## src/rtl/cipher_session_ctrl.sv

```systemverilog
// Job sequencer for the 8-bit keystream generator: optionally seeds it, then XORs one
// keystream bit per cycle into the message (MSB first) and returns the block via valid/ready.
module cipher_session_ctrl #(
    parameter int unsigned MSG_WIDTH = 64,
    parameter int unsigned KEY_WIDTH = 8
) (
    input  logic                 clk,
    input  logic                 reset,
    input  logic                 start_i,
    input  logic                 reseed_i,
    input  logic [KEY_WIDTH-1:0] key_i,
    input  logic [MSG_WIDTH-1:0] msg_i,
    output logic                 busy_o,
    output logic [MSG_WIDTH-1:0] result_o,
    output logic                 result_valid_o,
    input  logic                 result_ready_i,
    output logic                 ks_load_o,
    output logic                 ks_shift_o,
    output logic [KEY_WIDTH-1:0] ks_seed_o,
    input  logic                 ks_bit_i
);

    localparam int unsigned CntW = (MSG_WIDTH > 1) ? $clog2(MSG_WIDTH) : 1;
    localparam logic [CntW-1:0] CntMax = CntW'(MSG_WIDTH - 1);

    typedef enum logic [1:0] {StIdle, StLoad, StRun, StDone} state_e;

    state_e                state_q;
    logic [MSG_WIDTH-1:0]  msg_q;
    logic [CntW-1:0]       cnt_q;
    logic                  key_loaded_q;

    always_ff @(posedge clk or posedge reset) begin
        if (reset) begin
            state_q        <= StIdle;
            msg_q          <= '0;
            cnt_q          <= '0;
            key_loaded_q   <= 1'b0;
            busy_o         <= 1'b0;
            result_o       <= '0;
            result_valid_o <= 1'b0;
            ks_load_o      <= 1'b0;
            ks_shift_o     <= 1'b0;
            ks_seed_o      <= '0;
        end else begin
            case (state_q)
                StIdle: begin
                    ks_load_o  <= 1'b0;
                    ks_shift_o <= 1'b0;
                    if (start_i) begin
                        msg_q      <= msg_i;
                        ks_seed_o  <= key_i;
                        cnt_q      <= CntMax;
                        busy_o     <= 1'b1;
                        ks_shift_o <= 1'b1;
                        // An unseeded generator is always loaded, whatever reseed_i says.
                        if (reseed_i || !key_loaded_q) begin
                            ks_load_o <= 1'b1;
                            state_q   <= StLoad;
                        end else begin
                            state_q <= StRun;
                        end
                    end
                end
                StLoad: begin
                    ks_load_o    <= 1'b0;
                    key_loaded_q <= 1'b1;
                    cnt_q        <= CntMax;
                    state_q      <= StRun;
                end
                StRun: begin
                    result_o[cnt_q] <= msg_q[cnt_q] ^ ks_bit_i;
                    if (cnt_q == '0) begin
                        // Stop shifting on the last bit so the next job continues seamlessly.
                        ks_shift_o     <= 1'b0;
                        busy_o         <= 1'b0;
                        result_valid_o <= 1'b1;
                        state_q        <= StDone;
                    end else begin
                        cnt_q <= cnt_q - 1'b1;
                    end
                end
                StDone: begin
                    if (result_ready_i) begin
                        result_valid_o <= 1'b0;
                        state_q        <= StIdle;
                    end
                end
                default: state_q <= StIdle;
            endcase
        end
    end

endmodule

```

## config.mk

```make
export PLATFORM = sky130hd
export DESIGN_NAME = cipher_session_ctrl
export DESIGN_NICKNAME = d
export VERILOG_FILES = /design/src/rtl/cipher_session_ctrl.sv
export SDC_FILE = /design/constraint.sdc
export NUM_CORES = 1
export LEC_CHECK = 0
export CAP_MARGIN = 0
export CORE_ASPECT_RATIO = 0.7
export CORE_MARGIN = 5
export CORE_UTILIZATION = 30
export CTS_BUF_LIST = sky130_fd_sc_hd__clkbuf_8
export DETAILED_ROUTE_END_ITERATION = 12
export PLACE_DENSITY = 0.61
export SLEW_MARGIN = 30
export SYNTH_ARGS = -nofsm -noshare
export SYNTH_HDL_FRONTEND = slang
export SYNTH_SLANG_ARGS = --single-unit
```

## constraint.sdc

```tcl
create_clock -name clk -period 5.8 [get_ports clk]
set_input_delay 1.16 -clock clk [delete_from_list [all_inputs] [get_ports clk]]
set_output_delay 1.16 -clock clk [all_outputs]
set_load 0.01 [all_outputs]
```

==> out/results.tsv, run 1 <==
stage	metric	value	unit
synth	synth_commonest_cells	nand2_1, dfrtp_1, mux2_2, o31ai_2, nor2_1	
power	p_leak	0.00385	uW
timing	rsz0062_at_grt	no	
min_path	min_path_type	register to register	
power	max-vdd-ir-drop	0.000214	V
cts	cts_tree	built	
timing	finalCritPeriodShare	64.7	%
cts	clk_pin_slew	0.09	ns
drt	viasPerCell	4.76	
placed_design	pre_cts_slack	2.05	ns
placed_design	gp_congestion	0.736	
global_route	gr-usage-all-layers	14.7	%
setup_path	cp_slowest_stage_delay	0.88	ns
finish	drive_gt1_share	24.5	%
synth	synth_enable_flop_cells	0	
synth	ys_types	57	
cts	cts_made_buffers	17	
global_route	grt_max_degree	75	
synth	yosys.area.top_type	dfrtp_1	
setup_path	r2r_start	cnt_q[2]$_DFFE_PP0P_	
finish	multi_input_area	3270	um2
timing	whs	0.488	ns
floorplanning	die_area	27700	um2
setup_path	r2r_setup_slack	2.05	ns
setup_path	endpoint_kind	register	
cts	post_cts_resized	0	
drt	drtAntennaViolNets	0	
drt	drt_first_iter_violations	260	
drt	drt_first_pass_iters	6	
global_route	antenna_found_initial	0	
timing	setup_violations	0	
floorplanning	initial_utilization	30.7	%
synth	yosys_warnings	0	
floorplanning	ios	154	
setup_path	critPathSlowestCell	dfrtp_1	
synth	syn-cell-area	7330	um2
global_route	grt_first_pass_wirelength	31500	um
synth	syn_area_per_cell	11.7	um2
timing	slew_headroom	35.3	%
finish	seq_area	3730	um2
finish	fillers	2333	
drt	wl	19900	um
cts	htree_num_levels	4	
floorplanning	coreArea	23900	um2
floorplanning	rows	47	
synth	synth_most_common_cell	nand2_1	
timing	final-max-slew-violation-count	0	
synth	synthCells	627	
timing	worst_slew_pin_slew	0.967	ns
cts	cts_hold_buf	0	
synth	synthTopCellsByArea	dfrtp_1, mux2_2, o31ai_2, nand2_1, buf_12	
setup_path	worstPathArrival	4.05	ns
setup_path	cp.required	6.10	ns
setup_path	reg2reg_to	result_o[13]$_DFFE_PP0P_	
finish	n_antenna_cell	0	
drt	wl_per_cell	18.1	um
synth	synth_top_flop_cell	dfrtp_1	
cts	cts-root-buf	clkbuf_8	
floorplanning	die_h	141	um
power	power.density	388	nW/um2
finish	layout.core_utilization	39.8	%
finish	area_growth	29.5	%
setup_path	reg2regPathDepth	9	
global_route	grt_overflow_total	0	
synth	async_flop_share	100	%
job	drv_cap	0	
drt	drc	0	
placed_design	port_buffers	153	
setup_path	path_class	register to register	
synth	syn_nets	712	
floorplanning	die_width	197	um
timing	fmaxAchievable	266	MHz
timing	fin_skew	0.0224	ns
synth	synth-seq-cells	149	
timing	hold_violations	0	
cts	ctsLongestPathBuffers	2	
placed_design	dp_hpwl	13900	um
setup_path	crit_fanout	38	
global_route	grt_pass1_vias	5345	
cts	clk_latency	0.46	ns
timing	setup_ws	2.05	ns
cts	post_cts_buffers	0	
setup_path	critPathCapture	result_o[13]$_DFFE_PP0P_	
synth	ys_seq_area_share	50.8	%
setup_path	startpoint_type	register	
timing	min_period	3.75	ns
timing	fin_tns_setup	0	ns
finish	final_nets	853	
cts	cts_sinks	149	
setup_path	crit_start	cnt_q[2]$_DFFE_PP0P_	
synth	synth_top_area_share	50.8	%
run_status	outcome	complete, no violations	
drt	vias	5235	
setup_path	crit_chain	buf_4 > mux2_1 > a221oi_2 > o22ai_1 > and2_1 > a2111oi_4 > and3_4 > buf_16 > o31ai_2	
flip-flops by register name (all words and copies together), names as in the netlist:
signal,cells
busy_o,1
cnt_q,6
key_loaded_q,1
ks_load_o,1
ks_seed_o,8
ks_shift_o,1
msg_q,64
result_o,64
result_valid_o,1
state_q,2
worst max-delay path: cells and delay by family, from the launching register on:
| kind | cells | cell delay [ns] |
|---|---|---|
| DFF | 1 | 0.88 |
| AOI/OAI and AO/OA | 4 | 0.83 |
| and+or+nand+nor | 2 | 0.82 |
| buffers and inverters | 2 | 0.64 |
| muxes | 1 | 0.35 |
worst min path at each step:
stage                        startpoint                  endpoint  slack [ns]  depth (start not counted)
2_1_floorplan  key_loaded_q$_DFFE_PP0P_  key_loaded_q$_DFFE_PP0P_        0.46                          1
3_3_place_gp   result_o[18]$_DFFE_PP0P_  result_o[18]$_DFFE_PP0P_        0.47                          2
3_5_place_dp   result_o[22]$_DFFE_PP0P_  result_o[22]$_DFFE_PP0P_        0.47                          2
4_1_cts        result_o[22]$_DFFE_PP0P_  result_o[22]$_DFFE_PP0P_        0.49                          2
5_1_grt        result_o[37]$_DFFE_PP0P_  result_o[37]$_DFFE_PP0P_        0.52                          2
6_report       result_o[22]$_DFFE_PP0P_  result_o[22]$_DFFE_PP0P_        0.49                          2
cells in the final DEF, fill, tap and decap left out, types with 5 or more instances in the layout:
cell and n:
inv_1 7, o31ai_1 6, o21ai_0 10, buf_4 7
dfrtp_1 149, clkdlybuf4s50_1 153, clkbuf_8 20, nor2b_1 5
a21oi_1 11, mux2_2 74, nor2_1 20, mux2_1 6
mux2i_1 8, ha_1 7, nand2_1 149, nand3_1 8
o31ai_2 59, a22oi_1 5
where the power goes:
group / switching, uW / internal (uW)
clock network: 439 / 467
logic: 638 / 602
registers: 207 / 1330
cells by family (layout without fill, tap and decap cells):
family	count (synthesis)	after routing	share of synthesized area (%)
DFF	149	149	50.8
buffers and inverters	49	203	5.02
muxes	90	90	13.9
and+or+nand+nor	207	207	11.9
AOI/OAI and AO/OA	125	125	17.2
adders and majority gates	7	7	1.19
final cells by class:
class	count	area share, %
clock buffer	20	2.90
multi-input combinational	429	34.4
inverter	9	0.408
tap	318	4.19
sequential	149	39.3
timing repair buffer	162	17.1
clock inverter	12	1.75
layer usage:
metal | GRT usage (%) | share of wire [%]
met4 | 3.14 | 0.89
met3 | 5.37 | 6.9
met5 | 0 | 0
met2 | 20.8 | 42
met1 | 21.5 | 50
through the flow:
step | cell area, um2 | total power (uW) | std cells
after floorplan | 7330 | 2500 | 627
after global placement | 9010 | 2770 | 1066
after detailed placement | 9050 | 2810 | 1067
after CTS | 9490 | 3730 | 1099
after global routing | 9500 | 3910 | 1099
final | 9500 | 3690 | 1099
(Power assumes the default switching activity.)
==> inputs of run 2 (changes only) <==
==> constraint.sdc (replaced) <==
create_clock -name clk -period 3.72 [get_ports clk]
set_input_delay 0.744 -clock clk [delete_from_list [all_inputs] [get_ports clk]]
set_output_delay 0.744 -clock clk [all_outputs]
set_load 0.01 [all_outputs]
==> run 2 against run 1 <==
  * Count of clock-buffer cells in the layout shrank 2
  * Power grew 53%
  * Die area is the same
  * Non-clock buffer count grew 12
  * Design area grew 0.30%
  * Critical path depth is the same
  * Clock power grew 38%
  * Via count is essentially flat
  * Sequential power grew 56%
  * Routed wire length grew 1.5%
  * Largest power group unchanged
==> out/results.tsv, run 2 (synthesized netlist as in run 1, its figures left out) <==
stage	metric	value	unit	change
cts	htree_num_levels	4		unchanged
setup_path	crit_chain	buf_4 > mux2i_1 > o2bb2ai_1 > nand2_1 > o311ai_1 > a2111oi_4 > and3_4 > buf_4 > o31ai_2		
placed_design	pre_cts_slack	0.449	ns	-1.60 ns
timing	fmaxAchievable	298	MHz	+12%
finish	drive_gt1_share	25.0	%	+0.54 points
drt	drt_first_iter_violations	281		+8.1%
finish	area_growth	29.9	%	
finish	fillers	2315		-0.77%
power	power.density	590	nW/um2	+52%
cts	cts_hold_buf	0		unchanged
timing	setup_violations	0		unchanged
placed_design	dp_hpwl	14400	um	+3.3%
setup_path	reg2regPathDepth	9		unchanged
run_status	outcome	complete, no violations		
drt	drc	0		unchanged
finish	final_nets	865		+1.4%
timing	fin_skew	0.0166	ns	-0.00588 ns
drt	wl_per_cell	18.2	um	+0.46%
placed_design	dpl_cell_area	9140	um2	+1.0%
setup_path	cp_slowest_stage_delay	0.74	ns	-0.14 ns
setup_path	cp.required	4.02	ns	-2.08 ns
setup_path	worstPathArrival	3.65	ns	-0.40 ns
setup_path	startpoint_type	register		
setup_path	crit_start	cnt_q[2]$_DFFE_PP0P_		
global_route	grt_first_pass_wirelength	31600	um	about the same
setup_path	crit_fanout	20		-47%
floorplanning	initial_utilization	30.7	%	unchanged
placed_design	dp.cells	1079		+1.1%
power	max-vdd-ir-drop	0.000304	V	+42%
power	p_leak	0.00388	uW	+0.91%
timing	setup_ws	0.369	ns	-1.68 ns
placed_design	port_buffers	153		unchanged
cts	ctsLongestPathBuffers	2		unchanged
timing	worst_slew_pin_slew	0.989	ns	+0.0225 ns
timing	min_period	3.35	ns	-0.404 ns
global_route	gr-usage-all-layers	14.8	%	+0.11 points
floorplanning	die_area	27700	um2	unchanged
min_path	hold_end	result_o[16]$_DFFE_PP0P_		
finish	layout_commonest_cell	clkdlybuf4s50_1		
cts	post_cts_buffers	0		unchanged
cts	cts_made_buffers	17		unchanged
setup_path	critPathSlowestCell	dfrtp_1		
global_route	grt_pass1_vias	5363		+0.34%
finish	multi_input_area	3250	um2	-0.38%
cts	cts_sinks	149		unchanged
floorplanning	coreArea	23900	um2	unchanged
finish	n_antenna_cell	0		unchanged
min_path	hp-start	result_o[16]$_DFFE_PP0P_		
drt	wl	20200	um	+1.5%
timing	final-max-slew-violation-count	0		unchanged
cts	clk_latency	0.45	ns	about the same
timing	whs	0.488	ns	+0.0000270 ns
finish	layout_common_cells	clkdlybuf4s50_1, nand2_1, dfrtp_1, mux2_2, o31ai_2		
timing	rsz0062_at_grt	no		
floorplanning	die_h	141	um	unchanged
timing	finalCritPeriodShare	90.1	%	+25 points
finish	stdcell_count	1110		+1.0%
finish	reg_top3	msg_q x64, result_o x64, ks_seed_o x8		
cts	cts_tree	built		
floorplanning	rows	47		unchanged
cts	clk_pin_slew	0.09	ns	about the same
setup_path	reg2reg_to	result_o[45]$_DFFE_PP0P_		
global_route	grt_max_degree	75		unchanged
floorplanning	ios	154		unchanged
finish	seq_area	3730	um2	unchanged
drt	drt_first_pass_iters	4		-2
drt	vias	5234		-0.019%
drt	viasPerCell	4.72		-1.0%
placed_design	gp_congestion	0.774		+5.3%
setup_path	r2r_start	cnt_q[2]$_DFFE_PP0P_		
job	drv_cap	0		unchanged
setup_path	path_class	register to register		
setup_path	worst_path_most_repeated_cell	buf_4		
cts	cts-root-buf	clkbuf_8		
floorplanning	die_width	197	um	unchanged
setup_path	r2r_setup_slack	0.37	ns	-1.68 ns
cts	post_cts_resized	0		unchanged
timing	fin_tns_setup	0	ns	unchanged
finish	design_area	9530	um2	+0.30%
global_route	antenna_found_initial	1		+1
timing	slew_headroom	33.8	%	-1.5 points
drt	drtAntennaViolNets	0		unchanged
min_path	hold_depth	2		unchanged
min_path	min_path_type	register to register		
setup_path	endpoint_kind	register		
timing	hold_violations	0		unchanged
global_route	grt_overflow_total	0		unchanged
==> run 2: area by class of cell <==
cell class              count  share of cell area [%]
inverters                   9                   0.394
well taps                 318                    4.18
repair buffers            174                    18.1
clock buffers              18                    2.60
flip-flops and latches    149                    39.1
clock inverters            13                    1.39
multi-input cells         429                    34.2
==> run 2: worst max-delay path, delay by kind of cell, from the launching register on <==
family / cells / cell delay [ns]
simple gates: 2 / 0.60
compound gates: 4 / 0.93
buf+inv: 2 / 0.58
flops: 1 / 0.74
mux: 1 / 0.34
==> run 2: power breakdown <==
group / switching, uW / internal [uW]
clock network: 642 / 607
registers: 319 / 2080
logic: 1010 / 969
==> run 2: layer usage <==
| metal | global-route usage, % | routed length (um) |
|---|---|---|
| met1 | 22.4 | 10400 |
| met2 | 20.8 | 8490 |
| met3 | 4.60 | 1170 |
| met4 | 3.03 | 129 |
| met5 | 0 | 13 |
==> run 2: worst max-delay path by stage <==
stage                                     to  slack, ns
finish              result_o[45]$_DFFE_PP0P_       0.37
detailed placement  result_o[49]$_DFFE_PP0P_       0.45
global route        result_o[21]$_DFFE_PP0P_       0.18
CTS                 result_o[45]$_DFFE_PP0P_       0.40
floorplan                 busy_o$_DFFE_PP0P_       1.10
global placement    result_o[13]$_DFFE_PP0P_       0.40
==> run 2: per-stage QoR <==
stage	total power, uW	utilization (%)
final	5620	39.9
after global routing	6000	39.9
after CTS	5700	39.9
after detailed placement	4420	38.3
after global placement	4400	38.3
after floorplan	3890	-
==> inputs of run 3 (changes only) <==
--- a/config.mk
+++ b/config.mk
@@ -7,7 +7,6 @@
 export LEC_CHECK = 0
 export CAP_MARGIN = 0
 export CORE_ASPECT_RATIO = 0.7
-export CORE_MARGIN = 5
 export CORE_UTILIZATION = 30
 export CTS_BUF_LIST = sky130_fd_sc_hd__clkbuf_8
 export DETAILED_ROUTE_END_ITERATION = 12
==> run 3 against run 2 <==
  * Count of clock-buffer cells in the layout increased by 1
  * Core utilization grew 0.41 points
  * First-iteration DRC count is 18% higher
  * Design area is 0.79% higher
  * Routed wire length shrank 5.6%
  * Combinational power hardly changed
  * Global-route usage up 1.1 points
  * Clock power hardly changed
  * Maximum frequency increased by 5.6%
  * Worst setup slack better by 0.18 ns
  * Clock skew rose by 0.0026 ns
  * Sequential power barely moved
  * Largest cell class unchanged
==> out/results.tsv, run 3 (synthesized netlist as in run 1, its figures left out) <==
stage	metric	value	unit	change
timing	min_period	3.17	ns	-0.178 ns
drt	wl_per_cell	17.2	um	-5.8%
job	drv_cap	0		unchanged
timing	slew_headroom	39.4	%	+5.5 points
floorplanning	die_area	25100	um2	-9.5%
finish	final_nets	866		+0.12%
min_path	min_path_type	register to register		
cts	post_cts_buffers	0		unchanged
finish	layout_commonest_cell	clkdlybuf4s50_1		
cts	cts-root-buf	clkbuf_8		
timing	hold_violations	0		unchanged
setup_path	critPathSlowestCell	dfrtp_1		
run_status	outcome	complete, no violations		
setup_path	path_class	register to register		
power	power.internal	3630	uW	-0.52%
power	p_sw_share	35.2	%	+0.18 points
setup_path	cp_slowest_stage_delay	0.76	ns	+0.02 ns
cts	clk_latency	0.46	ns	about the same
cts	post_cts_resized	0		unchanged
drt	drt_first_pass_iters	4		unchanged
timing	fmaxAchievable	315	MHz	+5.6%
drt	vias	5198		-0.69%
cts	cts_made_buffers	17		unchanged
setup_path	crit_fanout	23		+15%
global_route	grt_pass1_vias	5221		-2.6%
finish	layout_common_cells	clkdlybuf4s50_1, nand2_1, dfrtp_1, mux2_2, o31ai_2		
power	p_leak	0.00391	uW	+0.85%
cts	cts_sinks	149		unchanged
drt	viasPerCell	4.67		-0.87%
setup_path	worstPathArrival	3.49	ns	-0.16 ns
timing	setup_violations	0		unchanged
finish	area_growth	30.9	%	
floorplanning	die_h	133	um	-5.7%
floorplanning	die_width	189	um	-4.1%
drt	drtAntennaViolNets	0		unchanged
global_route	met2_usage	22.0	%	+1.3 points
global_route	gr-usage-all-layers	15.9	%	+1.1 points
finish	drive_gt1_share	25.3	%	+0.31 points
floorplanning	initial_utilization	30.8	%	+0.076 points
timing	fin_tns_setup	0	ns	unchanged
min_path	hold_depth	2		unchanged
global_route	grt_overflow_total	0		unchanged
power	net-switching-power	1980	uW	+0.26%
global_route	grt_first_pass_wirelength	30000	um	-4.8%
cts	htree_num_levels	4		unchanged
floorplanning	ios	154		unchanged
floorplanning	coreArea	23800	um2	-0.25%
cts	cts_tree	built		
cts	cts_hold_buf	0		unchanged
global_route	grt_use_met3	6.29	%	+1.7 points
floorplanning	rows	47		unchanged
power	clock_power_share	22.2	%	about the same
setup_path	startpoint_type	register		
power	p_seq_share	42.7	%	about the same
setup_path	crit_chain	buf_4 > mux2_1 > a22oi_1 > o22a_1 > a21boi_1 > a2111oi_4 > and3_4 > buf_12 > o31ai_2		
placed_design	dp_hpwl	13600	um	-5.7%
power	comb_power_share	35.1	%	about the same
global_route	use_met1	22.9	%	+0.57 points
power	max-vdd-ir-drop	0.000364	V	+20%
global_route	busiest_layer	met1		
finish	reg_top3	msg_q x64, result_o x64, ks_seed_o x8		
drt	drc	0		unchanged
timing	finalCritPeriodShare	85.3	%	-4.8 points
drt	drt_first_iter_violations	331		+18%
setup_path	cp.required	4.04	ns	+0.02 ns
finish	layout.core_utilization	40.3	%	+0.41 points
global_route	grt_max_degree	65		-13%
finish	n_antenna_cell	0		unchanged
drt	wl	19100	um	-5.6%
timing	whs	0.498	ns	+0.00951 ns
global_route	antenna_found_initial	1		unchanged
setup_path	reg2regPathDepth	9		unchanged
setup_path	endpoint_kind	register		
timing	worst_slew_pin_slew	0.906	ns	-0.0829 ns
placed_design	port_buffers	153		unchanged
timing	final-max-slew-violation-count	0		unchanged
timing	rsz0062_at_grt	no		
cts	clk_pin_slew	0.10	ns	about the same
placed_design	gp_congestion	0.745		-3.7%
power	power.density	584	nW/um2	-1.0%
cts	ctsLongestPathBuffers	2		unchanged
timing	fin_skew	0.0191	ns	+0.00257 ns
[run 3: through the flow]
stage / setup slack [ns] / total power, uW / std cells / instance area (um2)
2_1_floorplan: 1.10 / 3890 / 627 / 7340
3_3_place_gp: 0.600 / 4390 / 1079 / 9190
3_5_place_dp: 0.572 / 4410 / 1079 / 9190
4_1_cts: 0.564 / 5680 / 1111 / 9570
5_1_grt: 0.338 / 5970 / 1112 / 9600
6_report: 0.547 / 5610 / 1112 / 9600
[run 3: cell type report]
class | instances | area [um2]
fill | 2290 | 14200
sequential | 149 | 3730
multi-input combinational | 429 | 3250
timing repair buffer | 175 | 1800
tap | 318 | 398
clock buffer | 19 | 262
clock inverter | 13 | 125
inverter | 9 | 37.5
[run 3: worst paths after layout]
path / from / slack (ns) / endpoint
setup / recovery: cnt_q[1]$_DFFE_PP0P_ / 0.55 / result_o[20]$_DFFE_PP0P_
hold / removal: result_o[24]$_DFFE_PP0P_ / 0.50 / result_o[24]$_DFFE_PP0P_
setup reg to reg: cnt_q[1]$_DFFE_PP0P_ / 0.55 / result_o[20]$_DFFE_PP0P_
hold reg to reg: result_o[24]$_DFFE_PP0P_ / 0.50 / result_o[24]$_DFFE_PP0P_
max in group asynchronous: reset / 2.25 / result_valid_o$_DFFE_PP0P_
min in group asynchronous: reset / 0.67 / result_o[38]$_DFFE_PP0P_
[run 3: critical path: cells and delay by family, from the launching register on]
family / cells / cell delay, ns
buffers and inverters: 2 / 0.61
AND/OR/NAND/NOR: 1 / 0.54
AO/OA/AOI/OAI: 5 / 0.77
flip-flops: 1 / 0.76
multiplexers: 1 / 0.34
[run 3: power groups by stage]
stage	Combinational (uW)	Sequential [uW]	Clock, uW
detailed placement	1980	2430	0
floorplan	1570	2320	0
global route	2160	2450	1360
CTS	1990	2400	1290
finish	1970	2400	1250
global placement	1960	2430	0
[run 3: routing by layer]
layer  share of wire (%)  vias to the layer above
met5               0.058                        -
met4                0.76                        2
met3                 7.2                       12
met2                  41                      124
met1                  51                     2517
li1                    -                     2543
